==> config.mk <==
export PLATFORM = sky130hd
export DESIGN_NAME = morse_code_receiver_flat
export DESIGN_NICKNAME = d
export VERILOG_FILES = /design/src/rtl/morse_pkg.sv /design/src/rtl/morse_code_receiver_if.sv /design/src/rtl/morse_unit_timer.sv /design/src/rtl/morse_code_receiver.sv /design/src/flat_wrapper.sv
export SDC_FILE = /design/constraint.sdc
export NUM_CORES = 1
export LEC_CHECK = 0
export BUFFER_PORTS_ARGS = -buffer_cell sky130_fd_sc_hd__buf_2
export CORE_ASPECT_RATIO = 0.8
export CORE_MARGIN = 4
export CORE_UTILIZATION = 55
export DETAILED_ROUTE_END_ITERATION = 6
export GPL_ROUTABILITY_DRIVEN = 0
export PLACE_DENSITY = 0.76
export SYNTH_ARGS = -nofsm -noshare
export SYNTH_HDL_FRONTEND = slang
export SYNTH_SLANG_ARGS = --single-unit
==> constraint.sdc <==
create_clock -name CLOCK_50 -period 1.6 [get_ports CLOCK_50]
set_input_delay 0 -clock CLOCK_50 [delete_from_list [all_inputs] [get_ports CLOCK_50]]
set_output_delay 0 -clock CLOCK_50 [all_outputs]
set_load 0.02 [all_outputs]
==> src/rtl/morse_pkg.sv <==
// rtl/morse_pkg.sv - Morse letter codes, A-H pattern/length table and receiver FSM states
package morse_pkg;

    typedef enum logic [2:0] {
        LTR_A = 3'd0, LTR_B = 3'd1, LTR_C = 3'd2, LTR_D = 3'd3,
        LTR_E = 3'd4, LTR_F = 3'd5, LTR_G = 3'd6, LTR_H = 3'd7
    } letter_t;

    // pattern bit0 is the first symbol sent; 1 = dash
    localparam logic [3:0] PAT_A = 4'b0010;  localparam logic [2:0] LEN_A = 3'd2;
    localparam logic [3:0] PAT_B = 4'b0001;  localparam logic [2:0] LEN_B = 3'd4;
    localparam logic [3:0] PAT_C = 4'b0101;  localparam logic [2:0] LEN_C = 3'd4;
    localparam logic [3:0] PAT_D = 4'b0001;  localparam logic [2:0] LEN_D = 3'd3;
    localparam logic [3:0] PAT_E = 4'b0000;  localparam logic [2:0] LEN_E = 3'd1;
    localparam logic [3:0] PAT_F = 4'b0100;  localparam logic [2:0] LEN_F = 3'd4;
    localparam logic [3:0] PAT_G = 4'b0011;  localparam logic [2:0] LEN_G = 3'd3;
    localparam logic [3:0] PAT_H = 4'b0000;  localparam logic [2:0] LEN_H = 3'd4;

    typedef enum logic [2:0] {
        ST_IDLE, ST_MARK, ST_SPACE, ST_ABORT, ST_DECODE
    } state_t;

    typedef struct packed {
        logic    hit;
        letter_t code;
    } decode_t;

    function automatic decode_t decode_symbols(input logic [3:0] pattern, input logic [2:0] length);
        decode_t d;
        d.hit  = 1'b1;
        d.code = LTR_A;
        case ({length, pattern})
            {LEN_A, PAT_A}: d.code = LTR_A;
            {LEN_B, PAT_B}: d.code = LTR_B;
            {LEN_C, PAT_C}: d.code = LTR_C;
            {LEN_D, PAT_D}: d.code = LTR_D;
            {LEN_E, PAT_E}: d.code = LTR_E;
            {LEN_F, PAT_F}: d.code = LTR_F;
            {LEN_G, PAT_G}: d.code = LTR_G;
            {LEN_H, PAT_H}: d.code = LTR_H;
            default:        d.hit  = 1'b0;
        endcase
        return d;
    endfunction

endpackage

==> src/rtl/morse_code_receiver_if.sv <==
// rtl/morse_code_receiver_if.sv - Morse line input and decoded-letter outputs
interface morse_code_receiver_if;
    logic       key_in;
    logic [2:0] letter;
    logic       letter_valid;
    logic       letter_error;
    logic [3:0] pattern;
    logic [2:0] length;

    modport master (output key_in, input letter, letter_valid, letter_error, pattern, length);
    modport slave  (input key_in, output letter, letter_valid, letter_error, pattern, length);
endinterface

==> src/rtl/morse_unit_timer.sv <==
// rtl/morse_unit_timer.sv - tick prescaler feeding a saturating 3-bit Morse unit counter
module morse_unit_timer #(
    parameter int TICKS_PER_UNIT = 25000000
) (
    input  logic       clk,
    input  logic       rst,
    input  logic       clear,
    input  logic       tick_enable,
    output logic [2:0] units
);
    localparam int TICK_W = (TICKS_PER_UNIT > 1) ? $clog2(TICKS_PER_UNIT) : 1;
    localparam logic [TICK_W-1:0] TICK_LAST = TICK_W'(TICKS_PER_UNIT - 1);

    logic [TICK_W-1:0] tick;

    always_ff @(posedge clk or posedge rst) begin
        if (rst) begin
            tick  <= '0;
            units <= '0;
        end else if (clear) begin
            tick  <= '0;
            units <= '0;
        end else if (tick_enable) begin
            if (tick == TICK_LAST) begin
                tick <= '0;
                if (units != 3'd7)
                    units <= units + 3'd1;
            end else begin
                tick <= tick + TICK_W'(1);
            end
        end
    end
endmodule

==> src/rtl/morse_code_receiver.sv <==
// rtl/morse_code_receiver.sv - Morse A-H letter receiver; MORSE_RX_GLITCH_FILTER_EN adds a 16-cycle input debounce
module morse_code_receiver
    import morse_pkg::*;
#(
    parameter int TICKS_PER_UNIT   = 25000000,
    parameter int DASH_MIN_UNITS   = 2,
    parameter int LETTER_GAP_UNITS = 3
) (
    input logic CLOCK_50,
    input logic reset,
    morse_code_receiver_if.slave bus
);
    localparam logic [2:0] DASH_MIN = 3'(DASH_MIN_UNITS);
    localparam logic [2:0] GAP      = 3'(LETTER_GAP_UNITS);

    logic       key_meta, key_s, key_lvl, key_prev;
    logic       rise, fall;
    logic [2:0] units;
    state_t     state;
    letter_t    letter_q;
    logic [3:0] pattern_q;
    logic [2:0] length_q;
    logic       valid_q, error_q;
    decode_t    dec;

    always_ff @(posedge CLOCK_50 or posedge reset) begin
        if (reset) begin
            key_meta <= 1'b0;
            key_s    <= 1'b0;
        end else begin
            key_meta <= bus.key_in;
            key_s    <= key_meta;
        end
    end

`ifdef MORSE_RX_GLITCH_FILTER_EN
    logic [3:0] stable_cnt;
    logic       key_f;

    // a new level must persist for 16 consecutive cycles before it is adopted
    always_ff @(posedge CLOCK_50 or posedge reset) begin
        if (reset) begin
            stable_cnt <= '0;
            key_f      <= 1'b0;
        end else if (key_s == key_f) begin
            stable_cnt <= '0;
        end else if (stable_cnt == 4'd15) begin
            stable_cnt <= '0;
            key_f      <= key_s;
        end else begin
            stable_cnt <= stable_cnt + 4'd1;
        end
    end
    assign key_lvl = key_f;
`else
    assign key_lvl = key_s;
`endif

    always_ff @(posedge CLOCK_50 or posedge reset) begin
        if (reset) key_prev <= 1'b0;
        else       key_prev <= key_lvl;
    end

    assign rise = key_lvl & ~key_prev;
    assign fall = ~key_lvl & key_prev;
    assign dec  = decode_symbols(pattern_q, length_q);

    morse_unit_timer #(.TICKS_PER_UNIT(TICKS_PER_UNIT)) u_timer (
        .clk        (CLOCK_50),
        .rst        (reset),
        .clear      (rise | fall),
        .tick_enable(state != ST_IDLE),
        .units      (units)
    );

    always_ff @(posedge CLOCK_50 or posedge reset) begin
        if (reset) begin
            state     <= ST_IDLE;
            letter_q  <= LTR_A;
            pattern_q <= '0;
            length_q  <= '0;
            valid_q   <= 1'b0;
            error_q   <= 1'b0;
        end else begin
            valid_q <= 1'b0;
            error_q <= 1'b0;
            case (state)
                ST_IDLE: if (rise) begin
                    pattern_q <= '0;
                    length_q  <= '0;
                    letter_q  <= LTR_A;
                    state     <= ST_MARK;
                end
                ST_MARK: if (fall) begin
                    if (length_q == 3'd4) begin
                        state <= ST_ABORT;
                    end else begin
                        pattern_q[length_q[1:0]] <= (units >= DASH_MIN);
                        length_q <= length_q + 3'd1;
                        state    <= ST_SPACE;
                    end
                end
                // the gap test wins over a coincident rise so the letter is never split
                ST_SPACE: if (units >= GAP) begin
                    valid_q <= dec.hit;
                    error_q <= ~dec.hit;
                    if (dec.hit) letter_q <= dec.code;
                    state <= ST_DECODE;
                end else if (rise) begin
                    state <= ST_MARK;
                end
                ST_ABORT: if (!key_lvl && units >= GAP) begin
                    error_q <= 1'b1;
                    state   <= ST_IDLE;
                end
                ST_DECODE: state <= ST_IDLE;
                default:   state <= ST_IDLE;
            endcase
        end
    end

    assign bus.letter       = letter_q;
    assign bus.letter_valid = valid_q;
    assign bus.letter_error = error_q;
    assign bus.pattern      = pattern_q;
    assign bus.length       = length_q;
endmodule

==> src/flat_wrapper.sv <==
// flat-port wrapper written by rule: the top's interface ports become plain ports
module morse_code_receiver_flat import morse_pkg::*;
#(
    parameter int TICKS_PER_UNIT   = 25000000,
    parameter int DASH_MIN_UNITS   = 2,
    parameter int LETTER_GAP_UNITS = 3
)
  (CLOCK_50, reset, bus_key_in, bus_letter, bus_letter_valid, bus_letter_error, bus_pattern, bus_length);
  morse_code_receiver_if bus_i ();
  input logic CLOCK_50;
  input logic reset;
  input wire logic [$bits(bus_i.key_in)-1:0] bus_key_in;
  output wire logic [$bits(bus_i.letter)-1:0] bus_letter;
  output wire logic [$bits(bus_i.letter_valid)-1:0] bus_letter_valid;
  output wire logic [$bits(bus_i.letter_error)-1:0] bus_letter_error;
  output wire logic [$bits(bus_i.pattern)-1:0] bus_pattern;
  output wire logic [$bits(bus_i.length)-1:0] bus_length;
  assign bus_i.key_in = bus_key_in;
  assign bus_letter = bus_i.letter;
  assign bus_letter_valid = bus_i.letter_valid;
  assign bus_letter_error = bus_i.letter_error;
  assign bus_pattern = bus_i.pattern;
  assign bus_length = bus_i.length;
  morse_code_receiver #(.TICKS_PER_UNIT(TICKS_PER_UNIT), .DASH_MIN_UNITS(DASH_MIN_UNITS), .LETTER_GAP_UNITS(LETTER_GAP_UNITS)) u_core (.CLOCK_50(CLOCK_50), .reset(reset), .bus(bus_i));
endmodule
==> results.md <==
Run status:
- The run finished, with violations left.
- The final reports fail on negative setup slack.

Critical path:
- The internal reg-to-reg setup slack is -0.26 ns.
- The library cell contributing the largest single delay on the critical path is or4b_4.
- For the worst setup path, the data required time is ~1.8 ns.
- In this design, the largest share of critical-path delay is due to simple AND/OR/NAND/NOR gates.
- The critical path goes through buf_6 -> ha_4 -> or4b_4 -> nand3_4 -> o41ai_4 -> nor2_2 -> mux2i_1.
- The sort of element at the end of the critical path is a flip-flop.
- For this run, the slowest stage of the critical path takes roughly 0.49 ns.
- The setup path with the least slack is of type reg -> reg.
- The arrival time of the worst setup path is between 2 and 2.5 ns.
- The kind of start point of the critical path is a flip-flop.
- Together, buffers and inverters on the worst path number 1.
- The largest fanout of any net on the critical path is 4.

Clocking:
- In this run, CTS created clock tree buffers numbering 5.
- CTS placed an instance of clkbuf_8 at the clock tree root.
- The post-CTS clock slew at the launch and capture registers of the worst setup and hold paths is 0.09 ns.
- Counting every sink on the clock net gives between 40 and 50.
- The maximum level of the CTS H-tree is 2.
- Counting along the longest clock path gives a buffer depth of 2.
- TritonCTS built the clock tree.
- The insertion delay of the later-clocked pin in the worst-skew pair is around 0.31 ns.

Final layout:
- The layout has 240 filler cells.
- After routing the design area is ~3800 um^2.
- The sequential cells in the finished layout cover a total of about 1200 um^2.
- The fraction of layout instances using a drive strength above 1 is 47.9%.
- Summing all multi-input logic gate instances after layout gives roughly 1700 um^2.
- The number of nets in the final layout is roughly 370.
- Leaving out fill and tap cells, the most frequent cell in the layout is buf_4.
- The top cell types in the final layout, fill and taps aside, are buf_4 (65), dfrtp_1 (41), nor2_1 (32), xor2_1 (18), nand2_1 (16).
- The area growth from synthesis to layout is 45.2%.
- The number of antenna cells inserted is 0.

Yosys:
- The dominant synthesized flop cell is dfrtp_1.
- The share of synthesized registers carrying an async set or reset is 100%.
- Yosys attributes the largest share of cell area to dfrtp_1 (44%), xor2_1 (6.1%), ha_1 (5.3%).
- The net count of the mapped netlist is between 200 and 300.
- The cell count after synthesis came out at 260.
- After synthesis the netlist holds a flip-flop and latch count of between 40 and 50.
- The synthesized design contains 0 enable-type register cells.
- The number of different library cells in the post-synthesis netlist is 52.
- The mapped cell area is approximately 2600 um^2.
- In this run the biggest area consumer among cell types represents ~44% of the synthesized area.
- The largest area contributor in the synthesized netlist is dfrtp_1.
- Averaged over all synthesized cells, the footprint is around 10 um^2.
- The sequential area share after synthesis is roughly 44%.
- The number of synthesis warnings is 0.

Timing:
- The number of max-slew violations in the final report is 0.
- The share of the clock period used by the worst path is 116%.
- The clock arrives with between 0.007 and 0.008 ns of skew.
- For the pin with the worst max-slew slack, the measured transition is 0.693 ns.
- The count of endpoints failing setup in the final report is 33.
- The worst slew margin relative to its limit is between 50% and 60%.
- Timing would allow up to ~0.54 GHz.
- The smallest setup slack after layout is -0.263 ns.
- The worst path in the final design needs a cycle of between 1.5 and 2 ns, including I/O delays and setup.
- Setup repair after global routing could not meet its margin everywhere.
- The number of failing hold endpoints at the final stage is 0.

Floorplanning:
- In this run the vertical extent of the chip is between 60 and 70 um.
- The die span in x is around 85 um.
- The top-level I/O count is 15.
- The total die area is roughly 5900 um^2.
- The standard-cell row count is 22.
- The total core area is between 4000 and 5000 um^2.
- The initial core utilization is 57.0%.

GRT:
- The global-route wire length before repair is ~11000 um.
- The overall track demand over capacity in global routing is between 20% and 30%.
- Global routing finished with a remaining overflow of 0.
- The via count of the first global-routing pass is around 2300.
- The number of antenna violations at the first check in global routing is 0.
- The largest net degree at the start of global routing is 32.

Hold path:
- The kind of path behind the tightest hold check is in -> reg.

Route:
- The detailed router finished its first iteration with between 300 and 400 violations.
- In the routed layout, each cell is associated on average with a via count of just over 6.
- The routed layout has 2505 vias.
- The detail route stage leaves a number of antenna-violating nets equal to 0.
- The average wire per cell in the routed design is between 15 and 20 um.
- The detailed-router iteration count before antenna repair is 5.
- The DRC violations left is 0.
- For this block, the routed nets add up to between 8000 and 9000 um of wire.

Power:
- Across the VDD grid, the largest voltage drop is 0.000900 V.
- The total power is 3.79 mW.
- For this design the static power due to leakage is between 1.5 and 2 nW.
- Power spread over the standard cell area amounts to 1000 nW/um^2.

Placement:
- The half-perimeter wire length after placement is around 4500 um.
- Input and output buffers added on the ports amount to 14.
- In this run the cell area measured after placement is 3220 um^2.

Run:
- Max-cap violations in this run came to 0.
==> per-stage QoR <==
stage / worst slack, ns / hold slack [ns] / setup TNS [ns] / utilization (%) / cells
2_1_floorplan: -0.144 / 0.0314 / -0.753 / - / 260
3_3_place_gp: -0.148 / 0.109 / -1.48 / 70.5 / 382
3_5_place_dp: -0.195 / 0.109 / -3.18 / 70.5 / 382
4_1_cts: -0.194 / 0.323 / -1.44 / 77.6 / 398
5_1_grt: -0.355 / 0.346 / -6.05 / 82.7 / 411
6_report: -0.263 / 0.334 / -3.87 / 82.7 / 411
==> per-layer routing <==
metal | vias to the layer above | global-route usage (%) | part of all wire (%)
met5 | - | 0 | 0
met4 | 0 | 10.5 | 4.2
met3 | 44 | 4.63 | 7.8
met2 | 150 | 36.8 | 45
met1 | 1191 | 34.4 | 43
li1 | 1120 | - | -
==> flip-flops by register name, summed over array words and instances (netlist names), 3 cells and up <==
| name | cells |
|---|---|
| u_core.u_timer.units | 3 |
| u_core.bus.letter | 3 |
| u_core.bus.pattern | 4 |
| u_core.state | 3 |
| u_core.bus.length | 3 |
| u_core.u_timer.tick | 25 |
==> report_power, final <==
| group | total [mW] | internal [mW] | leakage (nW) | switching, mW |
|---|---|---|---|---|
| logic | 1.63 | 0.753 | 1.00 | 0.878 |
| registers | 1.46 | 1.27 | 0.618 | 0.190 |
| clock network | 0.697 | 0.302 | 0.0383 | 0.395 |
==> timing repair <==
item	4_1_cts	5_1_grt
gates resized for setup	40	42
setup endpoints to repair	32	37
hold endpoints to repair	30	0
buffers inserted	10	14
pin swaps	28	33
hold buffers	2	0
==> synthesized netlist by cell type (all sizes together), types with 6 or more instances <==
cell type and number:
nor2 34, dfrtp 46, a21oi 13, o21ai 8
nand3 8, xor2 18, buf 7, nor3 6
inv 10, ha 11, nand4 16, nand2 20
==> final timing paths <==
check                                            startpoint                             endpoint  depth (start not counted)
setup / recovery           u_core.bus.length[1]$_DFFE_PP0P_     u_core.bus.letter[1]$_DFFE_PP0P_                          7
hold / removal                                   bus_key_in            u_core.key_meta$_DFF_PP0_                          2
setup reg to reg           u_core.bus.length[1]$_DFFE_PP0P_     u_core.bus.letter[1]$_DFFE_PP0P_                          7
hold reg to reg                   u_core.key_meta$_DFF_PP0_             u_core.key_lvl$_DFF_PP0_                          0
max in group asynchronous                             reset  u_core.u_timer.tick[12]$_DFFE_PP0P_                          4
min in group asynchronous                             reset     u_core.bus.letter[2]$_DFFE_PP0P_                          3
==> cells by family after synthesis <==
family	share of synthesized area, %
AO/OA/AOI/OAI	10.9
adder cells (fa/ha/maj)	5.29
XOR/XNOR	7.40
buffers and inverters	3.61
flip-flops	44.2
AND/OR/NAND/NOR	27.8
multiplexers	0.769
==> cell type report <==
class	instances	area share, %
Tap cell	60	1.99
Clock buffer	7	2.02
Timing Repair Buffer	95	19.7
Inverter	10	1.06
Multi-Input combinational cell	193	44.6
Sequential cell	46	30.6
==> worst register-to-register path, stage by stage, from the launching register on <==
cell and delay, ns:
dfrtp_2 0.44, buf_6 0.12, ha_4 0.13, or4b_4 0.49, nand3_4 0.13, o41ai_4 0.09
nor2_2 0.18, mux2i_1 0.21
Power figures use the tool's default switching activity.
